==> config.mk <==
export PLATFORM = sky130hd
export DESIGN_NAME = multicycle_control_unit
export DESIGN_NICKNAME = d
export VERILOG_FILES = /design/src/rtl/multicycle_control_unit.sv
export SDC_FILE = /design/constraint.sdc
export NUM_CORES = 1
export LEC_CHECK = 0
export ABC_AREA = 1
export CAP_MARGIN = 20
export CORE_UTILIZATION = 45
export DETAILED_ROUTE_END_ITERATION = 8
export PLACE_DENSITY = 0.7
export SLEW_MARGIN = 10
export SYNTH_ARGS = -nofsm -noshare
export SYNTH_HDL_FRONTEND = slang
export SYNTH_SLANG_ARGS = --single-unit
export TNS_END_PERCENT = 20
==> constraint.sdc <==
create_clock -name clk -period 2.6 [get_ports clk]
set_input_delay 0.65 -clock clk [delete_from_list [all_inputs] [get_ports clk]]
set_output_delay 0.65 -clock clk [all_outputs]
set_load 0.01 [all_outputs]
==> src/rtl/multicycle_control_unit.sv <==
// Main control FSM for the multi-cycle RV32I datapath: sequences fetch, decode,
// execute, memory and writeback over one shared ALU and a unified memory.
// Memory waits are bounded by MEM_TIMEOUT (0 disables); illegal opcodes trap.
// Optional build macro MCU_PERF_CNT_EN adds cycle_cnt_o / instret_o counters.
module multicycle_control_unit #(
  parameter int unsigned MEM_TIMEOUT = 16,
  parameter int unsigned TMO_W       = 5
) (
  input  logic       clk,
  input  logic       reset,
  input  logic [6:0] opcode_i,
  input  logic       branch_cond_i,
  input  logic       mem_ready_i,
  output logic [2:0] alu_op_o,
  output logic [1:0] alu_src_a_o,
  output logic [1:0] alu_src_b_o,
  output logic [1:0] result_src_o,
  output logic       adr_src_o,
  output logic       mem_read_o,
  output logic       mem_write_o,
  output logic       ir_write_o,
  output logic       pc_write_o,
  output logic       reg_write_o,
  output logic       trap_o,
  output logic [3:0] state_o
`ifdef MCU_PERF_CNT_EN
  ,
  output logic [31:0] cycle_cnt_o,
  output logic [31:0] instret_o
`endif
);

  localparam logic [6:0] OP_LOAD  = 7'b0000011;
  localparam logic [6:0] OP_STORE = 7'b0100011;
  localparam logic [6:0] OP_R     = 7'b0110011;
  localparam logic [6:0] OP_I     = 7'b0010011;
  localparam logic [6:0] OP_LUI   = 7'b0110111;
  localparam logic [6:0] OP_BR    = 7'b1100011;
  localparam logic [6:0] OP_JAL   = 7'b1101111;
  localparam logic [6:0] OP_JALR  = 7'b1100111;

  typedef enum logic [3:0] {
    S_RST       = 4'd0,
    S_FETCH     = 4'd1,
    S_DECODE    = 4'd2,
    S_MEM_ADR   = 4'd3,
    S_MEM_READ  = 4'd4,
    S_MEM_WB    = 4'd5,
    S_MEM_WRITE = 4'd6,
    S_EXEC_R    = 4'd7,
    S_EXEC_I    = 4'd8,
    S_LUI       = 4'd9,
    S_ALU_WB    = 4'd10,
    S_BRANCH    = 4'd11,
    S_JALR      = 4'd12,
    S_JAL       = 4'd13,
    S_TRAP      = 4'd14
  } state_t;

  state_t             state;
  state_t             state_nxt;
  logic [TMO_W-1:0]   tmo;
  logic [TMO_W-1:0]   tmo_nxt;
  logic               mem_wait;
  logic               tmo_hit;

  // Wait-state detection and memory timeout condition
  always_comb begin
    mem_wait = (state == S_FETCH) || (state == S_MEM_READ) || (state == S_MEM_WRITE);
    tmo_hit  = (MEM_TIMEOUT != 32'd0) && mem_wait && !mem_ready_i &&
               (tmo == TMO_W'(MEM_TIMEOUT));
  end

  // Next-state selection; memory ready takes priority over the timeout
  always_comb begin
    state_nxt = state;
    case (state)
      S_RST:       state_nxt = S_FETCH;
      S_FETCH:     if (mem_ready_i) state_nxt = S_DECODE;
                   else if (tmo_hit) state_nxt = S_TRAP;
      S_DECODE: begin
        case (opcode_i)
          OP_LOAD, OP_STORE: state_nxt = S_MEM_ADR;
          OP_R:              state_nxt = S_EXEC_R;
          OP_I:              state_nxt = S_EXEC_I;
          OP_LUI:            state_nxt = S_LUI;
          OP_BR:             state_nxt = S_BRANCH;
          OP_JAL:            state_nxt = S_JAL;
          OP_JALR:           state_nxt = S_JALR;
          default:           state_nxt = S_TRAP;
        endcase
      end
      S_MEM_ADR:   state_nxt = (opcode_i == OP_LOAD) ? S_MEM_READ : S_MEM_WRITE;
      S_MEM_READ:  if (mem_ready_i) state_nxt = S_MEM_WB;
                   else if (tmo_hit) state_nxt = S_TRAP;
      S_MEM_WB:    state_nxt = S_FETCH;
      S_MEM_WRITE: if (mem_ready_i) state_nxt = S_FETCH;
                   else if (tmo_hit) state_nxt = S_TRAP;
      S_EXEC_R:    state_nxt = S_ALU_WB;
      S_EXEC_I:    state_nxt = S_ALU_WB;
      S_LUI:       state_nxt = S_ALU_WB;
      S_ALU_WB:    state_nxt = S_FETCH;
      S_BRANCH:    state_nxt = S_FETCH;
      S_JALR:      state_nxt = S_JAL;
      S_JAL:       state_nxt = S_ALU_WB;
      S_TRAP:      state_nxt = S_TRAP;
      default:     state_nxt = S_TRAP;
    endcase
  end

  // Timeout counter: cleared on any state change, counts unanswered wait cycles
  always_comb begin
    tmo_nxt = tmo;
    if (state_nxt != state) begin
      tmo_nxt = '0;
    end else if (mem_wait && !mem_ready_i && (MEM_TIMEOUT != 32'd0)) begin
      tmo_nxt = tmo + TMO_W'(1);
    end
  end

  // State, timeout counter and Moore outputs registered from the next state
  always_ff @(posedge clk or posedge reset) begin
    if (reset) begin
      state        <= S_RST;
      tmo          <= '0;
      alu_op_o     <= 3'b000;
      alu_src_a_o  <= 2'b00;
      alu_src_b_o  <= 2'b00;
      result_src_o <= 2'b00;
      adr_src_o    <= 1'b0;
      mem_read_o   <= 1'b0;
      mem_write_o  <= 1'b0;
      reg_write_o  <= 1'b0;
      trap_o       <= 1'b0;
    end else begin
      state        <= state_nxt;
      tmo          <= tmo_nxt;
      alu_op_o     <= 3'b000;
      alu_src_a_o  <= 2'b00;
      alu_src_b_o  <= 2'b00;
      result_src_o <= 2'b00;
      adr_src_o    <= 1'b0;
      mem_read_o   <= 1'b0;
      mem_write_o  <= 1'b0;
      reg_write_o  <= 1'b0;
      trap_o       <= 1'b0;
      case (state_nxt)
        S_FETCH: begin
          mem_read_o  <= 1'b1;
          alu_src_b_o <= 2'b10;
          alu_op_o    <= 3'b011;
        end
        S_DECODE: begin
          alu_src_a_o <= 2'b01;
          alu_src_b_o <= 2'b01;
          alu_op_o    <= 3'b011;
        end
        S_MEM_ADR: begin
          alu_src_a_o <= 2'b10;
          alu_src_b_o <= 2'b01;
          alu_op_o    <= 3'b011;
        end
        S_MEM_READ: begin
          adr_src_o  <= 1'b1;
          mem_read_o <= 1'b1;
        end
        S_MEM_WB: begin
          result_src_o <= 2'b01;
          reg_write_o  <= 1'b1;
        end
        S_MEM_WRITE: begin
          adr_src_o   <= 1'b1;
          mem_write_o <= 1'b1;
        end
        S_EXEC_R: begin
          alu_src_a_o <= 2'b10;
          alu_op_o    <= 3'b000;
        end
        S_EXEC_I: begin
          alu_src_a_o <= 2'b10;
          alu_src_b_o <= 2'b01;
          alu_op_o    <= 3'b001;
        end
        S_LUI: begin
          alu_src_b_o <= 2'b01;
          alu_op_o    <= 3'b010;
        end
        S_ALU_WB: begin
          reg_write_o <= 1'b1;
        end
        S_BRANCH: begin
          alu_src_a_o <= 2'b10;
          alu_op_o    <= 3'b101;
        end
        S_JALR: begin
          alu_src_a_o <= 2'b10;
          alu_src_b_o <= 2'b01;
          alu_op_o    <= 3'b111;
        end
        S_JAL: begin
          alu_src_a_o <= 2'b01;
          alu_src_b_o <= 2'b10;
          alu_op_o    <= 3'b011;
        end
        S_TRAP: begin
          trap_o <= 1'b1;
        end
        default: begin
        end
      endcase
    end
  end

  // Input-dependent enables: IR/PC load on fetch completion, PC load in JAL and taken branch
  assign ir_write_o = (state == S_FETCH) && mem_ready_i;
  assign pc_write_o = ((state == S_FETCH) && mem_ready_i) ||
                      (state == S_JAL) ||
                      ((state == S_BRANCH) && branch_cond_i);
  assign state_o    = state;

`ifdef MCU_PERF_CNT_EN
  // Cycle and retired-instruction counters, wrapping at 2^32
  always_ff @(posedge clk or posedge reset) begin
    if (reset) begin
      cycle_cnt_o <= 32'd0;
      instret_o   <= 32'd0;
    end else begin
      if ((state != S_RST) && (state != S_TRAP)) begin
        cycle_cnt_o <= cycle_cnt_o + 32'd1;
      end
      if ((state_nxt == S_FETCH) &&
          ((state == S_MEM_WB) || (state == S_MEM_WRITE) ||
           (state == S_ALU_WB) || (state == S_BRANCH))) begin
        instret_o <= instret_o + 32'd1;
      end
    end
  end
`endif

endmodule

==> flow_metrics.tcl <==
set metrics [dict create \
    synth_flop_cell "dfrtp_1" \
    grt_pass1_vias 1295 \
    rsz0062_at_grt "false" \
    skew_ns 0.00134 \
    max-vdd-ir-drop_mv 0.818 \
    synth_seq_cells 22 \
    setup_viol 0 \
    initial_core_util_pct 47.4 \
    slowest_stage "clkdlybuf4s50_1" \
    final_area_um2 1910 \
    drc_errors 0 \
    reg2regPathDepth 12 \
    hold_class "reg -> reg" \
    antenna_found_initial 0 \
    slew_violations 0 \
    cts_tree "yes" \
    fmax_mhz 402 \
    synth_edf_count 0 \
    syn-cell-area_um2 1450 \
    clockBufferDepth 2 \
    yosysTopAreaCell "dfrtp_1" \
    cpLargestDelayFamily "buffers and inverters" \
    rows 20 \
    cp_data_required_time_ns 1.95 \
    hold_viol 0 \
    gp_congestion 0.864 \
    fillers 293 \
    syn_to_final_growth_pct 32.2 \
    clk_latency_ns 0.29 \
    nets 265 \
    drt-total-wl_um 3070 \
    design.core.area_um2 3050 \
    whs_ns 0.572 \
    r2r_slack_ns 0.50 \
    die_y_um 58.7 \
    grt_use_total_pct 20.2 \
    final_common_cell "nand2_1" \
    n_antenna_cell 0 \
    post_drt_wl_per_cell_um 10.4 \
    io_pins 31 \
    grt_max_degree 23 \
    drtAntennaViolNets 0 \
    cp_slowest_stage_delay_ns 0.53 \
    setup_tns_ns 0 \
    synthCells 205 \
    finalNonFillerCells 294 \
    synth_warnings 0 \
    cp.arrival_ns 1.84 \
    start_kind "input pin" \
    cts_buffers 3 \
    async_flop_share_pct 100 \
    multi_input_area_um2 787 \
    dieArea_um2 3450 \
    chipWidth_um 58.7 \
    p_leak_nw 0.980 \
    synth_nets 218 \
    worstHoldStart "tmo[4]" \
    path_clk_slew_ns 0.11 \
    drtIter0Drc 45 \
    r2r_end "alu_src_b_o[0]" \
    powerDensity_nw_per_um2 1290 \
    synth_top_area_share_pct 38.0 \
    placed_area_um2 1890 \
    netlist_top_cells_area "dfrtp_1 38%, nand2_1 13%, nor2_1 9.6%, nand3_1 6.2%, inv_1 5.7%" \
    power_mw 2.47 \
    final_cell_mix "52 x nand2_1, 37 x nor2_1, 28 x clkdlybuf4s50_1, 22 x inv_1, 22 x dfrtp_1" \
    regArea_um2 551 \
    dp.cells 291 \
    viasPerCell 4.77 \
    vias 1403 \
    grt_pass1_wl_um 5520 \
    path_common_cell "clkdlybuf4s50_1" \
    grt-ovfl-total 0 \
    cts_sinks 22 \
    cp-end-kind "primary output" \
    holdPathStages 2 \
    first_pass_iters 4 \
    r2r-start "state_o[1]" \
    path_buf_inv 3 \
    critical_path_class "in -> out" \
    crit_fanout 2 \
    cts-htree-levels 1 \
    hpwl_um 2490 \
    finalCritPeriodShare_pct 95.7 \
    period_needed_ns 2.49 \
    drive_gt1_share_pct 15.2 \
    avgSynthCellArea_um2 7.06 \
    crit_path_cell_trace "clkdlybuf4s50_1 > nand3_1 > inv_1 > clkdlybuf4s50_1" \
    min_to "tmo[4]" \
    outcome "completed" \
    root_buffer "clkbuf_4" \
    maxCapViolCount 0 \
    seq_area_frac_synth_pct 38.0 \
    yosysUniqueCellTypes 30 \
    port_buffers 29 \
]
## synthesized netlist by cell type (2+ instances only)
master and count:
nand2_1 52, nor2_1 37, dfrtp_1 22, inv_1 22
nand3_1 18, o21ai_0 6, nand4_1 5, xor2_1 5
a21oi_1 4, inv_2 4, nand2_2 4, nor2_2 4
a21boi_0 2, ha_1 2, nand3_2 2, o22ai_1 2
## worst min-delay path: stages (launching register included)
cell and delay [ns]:
dfrtp_1 0.37, xor2_1 0.07, nor2_1 0.09
## routing by layer
layer / vias up / global-route usage (%) / part of all wire, %
met4: 0 / 3.06 / 0
met5: - / 0 / 0
met1: 624 / 28.3 / 49
li1: 748 / - / -
met3: 0 / 3.96 / 5.0
met2: 31 / 33.0 / 46
## flip-flops by register name (all words and copies together), names as in the netlist
register and cells:
tmo 5, state_o 4, alu_op_o 3, alu_src_a_o 2
alu_src_b_o 2, adr_src_o 1, mem_read_o 1, mem_write_o 1
reg_write_o 1, result_src_o 1, trap_o 1
## final cells by class
| cell class | count | area share [%] |
|---|---|---|
| inverters | 26 | 5.10 |
| repair buffers | 44 | 21.0 |
| well taps | 44 | 2.88 |
| multi-input cells | 155 | 41.1 |
| clock buffers | 3 | 1.18 |
| flip-flops and latches | 22 | 28.8 |
## through the flow
| stage | worst slack (ns) | utilization [%] |
|---|---|---|
| 6_report | 0.112 | 62.7 |
| 5_1_grt | 0.0277 | 62.7 |
| 4_1_cts | 0.106 | 62.7 |
| 3_5_place_dp | -0.0188 | 62.0 |
| 3_3_place_gp | -0.00107 | 62.0 |
| 2_1_floorplan | 0.715 | - |
## logic make-up after synthesis
logic type | after synthesis | share of synthesized area [%]
buffers and inverters | 28 | 7.61
adders and majority gates | 2 | 1.73
AOI/OAI and AO/OA | 18 | 7.52
xor gates and xnor gates | 6 | 4.15
DFF | 22 | 38.0
and+or+nand+nor | 128 | 40.7
other | 1 | 0.259
## how the worst max path moves through the flow
stage,slack (ns),cells past startpoint,endpoint,startpoint
floorplan,0.72,11,alu_op_o[0],opcode_i[1]
global placement,-0.001,5,pc_write_o,mem_ready_i
detailed placement,-0.02,5,pc_write_o,mem_ready_i
CTS,0.11,4,ir_write_o,mem_ready_i
global route,0.03,4,ir_write_o,mem_ready_i
finish,0.11,4,ir_write_o,mem_ready_i
## power by group
group | switching [mW] | internal, mW | leakage [nW]
Sequential | 0.0863 | 0.464 | 0.289
Combinational | 0.991 | 0.782 | 0.677
Clock | 0.0899 | 0.0539 | 0.0138
## repair_timing
item,in CTS,in global routing
hold buffers,0,0
hold endpoints to repair,0,0
resized for setup,1,0
endpoints found under the setup margin,1,0
buffers inserted,0,0
Note: power is estimated with default switching activity, not from simulation.
